$ cat config.mk
export PLATFORM = sky130hd
export DESIGN_NAME = muldiv
export DESIGN_NICKNAME = d
export VERILOG_FILES = /design/src/rtl/muldiv.sv
export SDC_FILE = /design/constraint.sdc
export NUM_CORES = 2
export LEC_CHECK = 0
export CORE_ASPECT_RATIO = 1.4
export CORE_MARGIN = 2
export CORE_UTILIZATION = 55
export DETAILED_ROUTE_END_ITERATION = 8
export GPL_ROUTABILITY_DRIVEN = 0
export PLACE_DENSITY = 0.8
export SETUP_SLACK_MARGIN = 0.1
export SKIP_CTS_REPAIR_TIMING = 1
export SLEW_MARGIN = 20
export SYNTH_ARGS = -nofsm -noshare
export SYNTH_HDL_FRONTEND = slang
export SYNTH_SLANG_ARGS = --single-unit
$ cat constraint.sdc
create_clock -name clk -period 19 [get_ports clk]
set_input_delay 3.8 -clock clk [delete_from_list [all_inputs] [get_ports clk]]
set_output_delay 3.8 -clock clk [all_outputs]
set_load 0.005 [all_outputs]
$ cat src/rtl/muldiv.sv
// Iterative multiply/divide unit producing HI/LO for MULT/MULTU/DIV/DIVU.
// Define MULDIV_MACC_EN to enable MADD/MADDU/MSUB/MSUBU.
module muldiv #(
  parameter int unsigned DATA_W = 32
) (
  input  logic                  clk,
  input  logic                  rst,
  input  logic                  start_i,
  input  logic [2:0]            op_i,
  input  logic [DATA_W-1:0]     opA_i,
  input  logic [DATA_W-1:0]     opB_i,
  input  logic [2*DATA_W-1:0]   hiLo_i,
  input  logic                  cancel_i,
  output logic                  busy_o,
  output logic                  done_o,
  output logic                  wHiLo_o,
  output logic [DATA_W-1:0]     hiData_o,
  output logic [DATA_W-1:0]     loData_o,
  output logic                  divZero_o
);

  localparam int unsigned W2    = 2 * DATA_W;
  localparam int unsigned CNT_W = $clog2(DATA_W);

  typedef enum logic [1:0] {IDLE, MUL, DIV, DONE} state_t;

  state_t              state_q, state_nxt;
  logic                legal_c, accept_c, is_div_c, b_zero_c, sgn_div_c;
  logic [DATA_W-1:0]   amag_c, bmag_c;
  logic [DATA_W-1:0]   a_q, b_q;
  logic                mul_sgn_q;
  logic [DATA_W-1:0]   quot_q, rem_q, bmag_q;
  logic                qneg_q, rneg_q;
  logic [CNT_W-1:0]    cnt_q;
  logic [DATA_W:0]     rem_sh_c, diff_c;
  logic [DATA_W-1:0]   rem_n_c, quot_n_c, q_fix_c, r_fix_c;
  logic [W2-1:0]       ext_a_c, ext_b_c, prod_c, mul_res_c;

`ifdef MULDIV_MACC_EN
  logic [W2-1:0]       hilo_q;
  logic [1:0]          acc_q;
  assign legal_c = 1'b1;
`else
  logic                unused_hilo;
  assign unused_hilo = ^hiLo_i;
  assign legal_c     = ~op_i[2];
`endif

  // Start decode; busy is combinational so the start cycle stalls too
  assign accept_c  = start_i & legal_c & (state_q == IDLE);
  assign is_div_c  = ~op_i[2] & op_i[1];
  assign b_zero_c  = (opB_i == '0);
  assign sgn_div_c = (op_i == 3'b010);
  assign amag_c    = (sgn_div_c & opA_i[DATA_W-1]) ? -opA_i : opA_i;
  assign bmag_c    = (sgn_div_c & opB_i[DATA_W-1]) ? -opB_i : opB_i;
  assign busy_o    = accept_c | (state_q == MUL) | (state_q == DIV);
  assign wHiLo_o   = done_o;

  // Restoring divider step and final sign fix-up
  assign rem_sh_c = {rem_q, quot_q[DATA_W-1]};
  assign diff_c   = rem_sh_c - {1'b0, bmag_q};
  assign rem_n_c  = diff_c[DATA_W] ? rem_sh_c[DATA_W-1:0] : diff_c[DATA_W-1:0];
  assign quot_n_c = {quot_q[DATA_W-2:0], ~diff_c[DATA_W]};
  assign q_fix_c  = qneg_q ? -quot_n_c : quot_n_c;
  assign r_fix_c  = rneg_q ? -rem_n_c : rem_n_c;

  // Single-cycle product, optionally accumulated onto the captured HI/LO
  assign ext_a_c = mul_sgn_q ? {{DATA_W{a_q[DATA_W-1]}}, a_q} : {{DATA_W{1'b0}}, a_q};
  assign ext_b_c = mul_sgn_q ? {{DATA_W{b_q[DATA_W-1]}}, b_q} : {{DATA_W{1'b0}}, b_q};
  assign prod_c  = ext_a_c * ext_b_c;

  always_comb begin
`ifdef MULDIV_MACC_EN
    case (acc_q)
      2'b10:   mul_res_c = hilo_q + prod_c;
      2'b11:   mul_res_c = hilo_q - prod_c;
      default: mul_res_c = prod_c;
    endcase
`else
    mul_res_c = prod_c;
`endif
  end

  always_ff @(posedge clk or posedge rst) begin
    if (rst) state_q <= IDLE;
    else     state_q <= state_nxt;
  end

  always_comb begin
    state_nxt = state_q;
    case (state_q)
      IDLE: begin
        if (accept_c) begin
          if (!is_div_c)     state_nxt = MUL;
          else if (b_zero_c) state_nxt = DONE;
          else               state_nxt = DIV;
        end
      end
      MUL:     state_nxt = DONE;
      DIV:     if (cnt_q == CNT_W'(DATA_W - 1)) state_nxt = DONE;
      DONE:    state_nxt = IDLE;
      default: state_nxt = IDLE;
    endcase
    if (cancel_i) state_nxt = IDLE;
  end

  always_ff @(posedge clk or posedge rst) begin
    if (rst) begin
      done_o    <= 1'b0;
      hiData_o  <= '0;
      loData_o  <= '0;
      divZero_o <= 1'b0;
      a_q       <= '0;
      b_q       <= '0;
      mul_sgn_q <= 1'b0;
      quot_q    <= '0;
      rem_q     <= '0;
      bmag_q    <= '0;
      qneg_q    <= 1'b0;
      rneg_q    <= 1'b0;
      cnt_q     <= '0;
`ifdef MULDIV_MACC_EN
      hilo_q    <= '0;
      acc_q     <= '0;
`endif
    end else begin
      done_o <= (state_nxt == DONE);
      if (accept_c && !cancel_i) begin
        a_q       <= opA_i;
        b_q       <= opB_i;
        mul_sgn_q <= ~op_i[0];
        quot_q    <= amag_c;
        rem_q     <= '0;
        bmag_q    <= bmag_c;
        qneg_q    <= sgn_div_c & (opA_i[DATA_W-1] ^ opB_i[DATA_W-1]);
        rneg_q    <= sgn_div_c & opA_i[DATA_W-1];
        cnt_q     <= '0;
`ifdef MULDIV_MACC_EN
        hilo_q    <= hiLo_i;
        acc_q     <= op_i[2:1];
`endif
      end
      if (state_q == DIV) begin
        rem_q  <= rem_n_c;
        quot_q <= quot_n_c;
        cnt_q  <= cnt_q + CNT_W'(1);
      end
      // Results load only on entry to DONE and hold otherwise
      if (state_nxt == DONE && state_q != DONE) begin
        case (state_q)
          IDLE: begin
            hiData_o  <= '0;
            loData_o  <= '0;
            divZero_o <= 1'b1;
          end
          MUL: begin
            {hiData_o, loData_o} <= mul_res_c;
            divZero_o            <= 1'b0;
          end
          default: begin
            hiData_o  <= r_fix_c;
            loData_o  <= q_fix_c;
            divZero_o <= 1'b0;
          end
        endcase
      end
    end
  end

endmodule

==> impl_metrics.csv <==
group,metric,value,unit
status,outcome,"finished, final reports clean",
setup_path,worstReg2RegStart,"a_q[31]",
global_route,grt_pass1_vias,53370,
drt,drt-pass1-iter-count,6,
cts,cts_max_path_buffers,3,
placed_design,dp_hpwl,144300,um
yosys,synth-edff-count,0,
yosys,avgSynthCellArea,9.110,sq um
floorplanning,fp.dieW,288.9,um
yosys,synthFlopType,"dfrtp_1",
global_route,grt_max_degree,106,
cts,clock_latency,0.60,ns
setup_path,rr_endpoint,"hiData_o[30]",
cells_and_area,fin_util,58.61,%
cells_and_area,multi_input_area,0.04944,sq mm
yosys,syn_nets,8765,
global_route,grt_util_all_layers,32.34,%
setup_path,timing.critical_path.mode_cell,"fa_1",
drt,wl,178700,um
floorplanning,initial_core_util,55.36,%
job,max_cap_violations,0,
timing,setup_viol,0,
timing,slew_headroom,22.96,%
global_route,grt_overflow_total,0,
setup_path,path_class,"reg2reg",
setup_path,cp.arrival,11.87,ns
timing,finalHoldViolations,0,
yosys,ys_types,90,
cells_and_area,nFillCells,9389,
floorplanning,io_pins,203,
drt,ant_nets,0,
drt,vias_per_cell,5.823,
global_route,antenna_found_initial,16,
cells_and_area,nets,8681,
cts,cts_buffers,27,
setup_path,max_stage_delay,0.97,ns
cells_and_area,final_cell_mix,"inv_1 (1583), fa_1 (1420), nand2_1 (919)",
drt,wl_per_cell,21.56,um
floorplanning,fp.coreArea,0.1129,sq mm
yosys,yosysSeqAreaShare,9.410,%
cells_and_area,regArea,0.005892,sq mm
cts,cts_sinks,235,
timing,maxSlewViolCount,0,
timing,finalSetupTns,0,ns
floorplanning,rows,146,
timing,rsz0062_at_grt,"no",
setup_path,worstSetupStartpointType,"flop",
global_route,grt_pass1_wl,289600,um
yosys,netlist_area,0.06249,sq mm
timing,finalCritPeriodShare,60.25,%
cts,htree_num_levels,1,
setup_path,critPathCaptureType,"flop",
setup_path,crit_required,19.42,ns
cells_and_area,area_growth,5.870,%
timing,fin_skew,0.03661,ns
yosys,yosys_warnings,0,
placed_design,port_buffers,138,
yosys,syn_inst,6860,
cells_and_area,drive_above_1_share,2.781,%
setup_path,reg2reg_slack,7.55,ns
yosys,ys_async_sr_fraction,100.0,%
cts,clkTransAtPathRegs,0.06,ns
min_path,hp-class,"reg2reg",
timing,min_period,11.45,ns
floorplanning,design.die.area,0.1164,sq mm
drt,drtIter0Drc,4471,
cells_and_area,final_common_cell,"inv_1",
setup_path,critPathSlowestCell,"a211oi_1",
drt,drc,0,
cts,cts_tree,"built",
yosys,synth-seq-cells,235,
drt,via_count,48260,
timing,worst_slew_pin_slew,1.126,ns
setup_path,reg2reg_depth,31,
floorplanning,die_y,402.8,um
min_path,hp-start,"a_q[21]",
timing,fmax,87.35,MHz
cts,clockRootBuffer,"clkbuf_16",
setup_path,crit_fanout,41,
min_path,hold_end,"a_q[21]",
min_path,whs_path_depth,2,
timing,hold_slack,0.4786,ns
## flip-flops by register name (all words and copies together), names as in the netlist
| name | cells |
|---|---|
| rem_q | 32 |
| b_q | 32 |
| cnt_q | 5 |
| done_o | 1 |
| bmag_q | 31 |
| divZero_o | 1 |
| a_q | 32 |
| state_q | 2 |
| hiData_o | 32 |
| mul_sgn_q | 1 |
| qneg_q | 1 |
| loData_o | 32 |
| quot_q | 32 |
| rneg_q | 1 |
## cell families (layout without fill, tap and decap cells)
logic type	after synthesis	count (layout)	synth area share (%)
AND/OR/NAND/NOR	1949	1949	15.00
buffers and inverters	1916	1853	11.55
adder cells (fa/ha/maj)	1773	1773	52.54
AO/OA/AOI/OAI	678	678	7.043
XOR/XNOR	246	246	3.448
flip-flops	235	235	9.410
multiplexers	63	63	1.011
other	0	11	0
## worst max-delay path, delay by kind of cell (launching register included)
family                     cells  cell delay (ns)
and+or+nand+nor                5             1.03
AOI/OAI and AO/OA              8             2.46
buffers and inverters          7             1.41
adders and majority gates     11             6.03
DFF                            1             0.32
## synth_stat cells (7+ instances only)
cell type | number | area (sq um)
nor2b_1 | 14 | 87.58
o21bai_1 | 9 | 67.56
o21a_1 | 16 | 120.1
a31o_2 | 9 | 78.83
or3_1 | 21 | 131.4
inv_1 | 1584 | 5946
a21oi_1 | 178 | 890.9
and2_1 | 578 | 3616
nand3_1 | 28 | 140.1
a21o_1 | 48 | 360.4
nor2_1 | 214 | 803.3
a221oi_1 | 38 | 332.8
mux2i_1 | 62 | 620.6
nand2b_1 | 20 | 125.1
xor2_1 | 90 | 788.3
or4_1 | 12 | 90.09
and3_1 | 35 | 219.0
nand4_1 | 9 | 56.30
o31ai_1 | 31 | 232.7
o41ai_1 | 14 | 122.6
o31a_1 | 7 | 61.31
a211o_1 | 8 | 70.07
clkbuf_1 | 311 | 1167
xnor2_1 | 156 | 1366
nor3_1 | 39 | 195.2
a31oi_1 | 18 | 112.6
o211ai_1 | 11 | 82.58
or2_2 | 12 | 75.07
buf_1 | 12 | 45.04
a211oi_1 | 14 | 105.1
o21ai_0 | 199 | 996.0
fa_1 | 1420 | 28430
nand2_1 | 920 | 3453
nor4_1 | 16 | 100.1
ha_1 | 350 | 4379
dfrtp_1 | 235 | 5881
## through the flow
stage / instance area (sq um) / worst slack [ns] / std cells
2_1_floorplan: 62490 / 8.754 / 6860
3_3_place_gp: 65130 / 7.931 / 8227
3_5_place_dp: 65130 / 7.794 / 8227
4_1_cts: 66130 / 7.729 / 8277
5_1_grt: 66140 / 7.170 / 8281
6_report: 66160 / 7.552 / 8288
## layer usage
metal	share of wire, %	GRT usage [%]	vias up
met5	0.016	0	-
met4	9.6	24.31	4
met3	8.7	5.396	971
met2	49	53.80	2692
met1	33	37.34	24310
li1	-	-	20290
## layout make-up
class | instances | share of cell area (%)
multi-input cells | 4709 | 74.73
inverters | 1585 | 9.011
flip-flops and latches | 235 | 8.905
repair buffers | 218 | 3.001
well taps | 1480 | 2.799
clock buffers | 29 | 1.033
clock inverters | 21 | 0.4822
diodes | 11 | 0.04160
## how the worst max path moves through the flow
stage,from,end,slack [ns],cells after the start
detailed placement,a_q[31],hiData_o[30],7.79,31
finish,a_q[31],hiData_o[30],7.55,31
floorplan,rst,a_q[0],8.75,1
global placement,a_q[31],hiData_o[30],7.93,31
global route,a_q[31],hiData_o[30],7.17,31
CTS,a_q[31],hiData_o[30],7.73,31
Power is left out: the tool's default activity adds up to more than one toggle a clock period on the data nets, which glitch-free logic cannot reach.
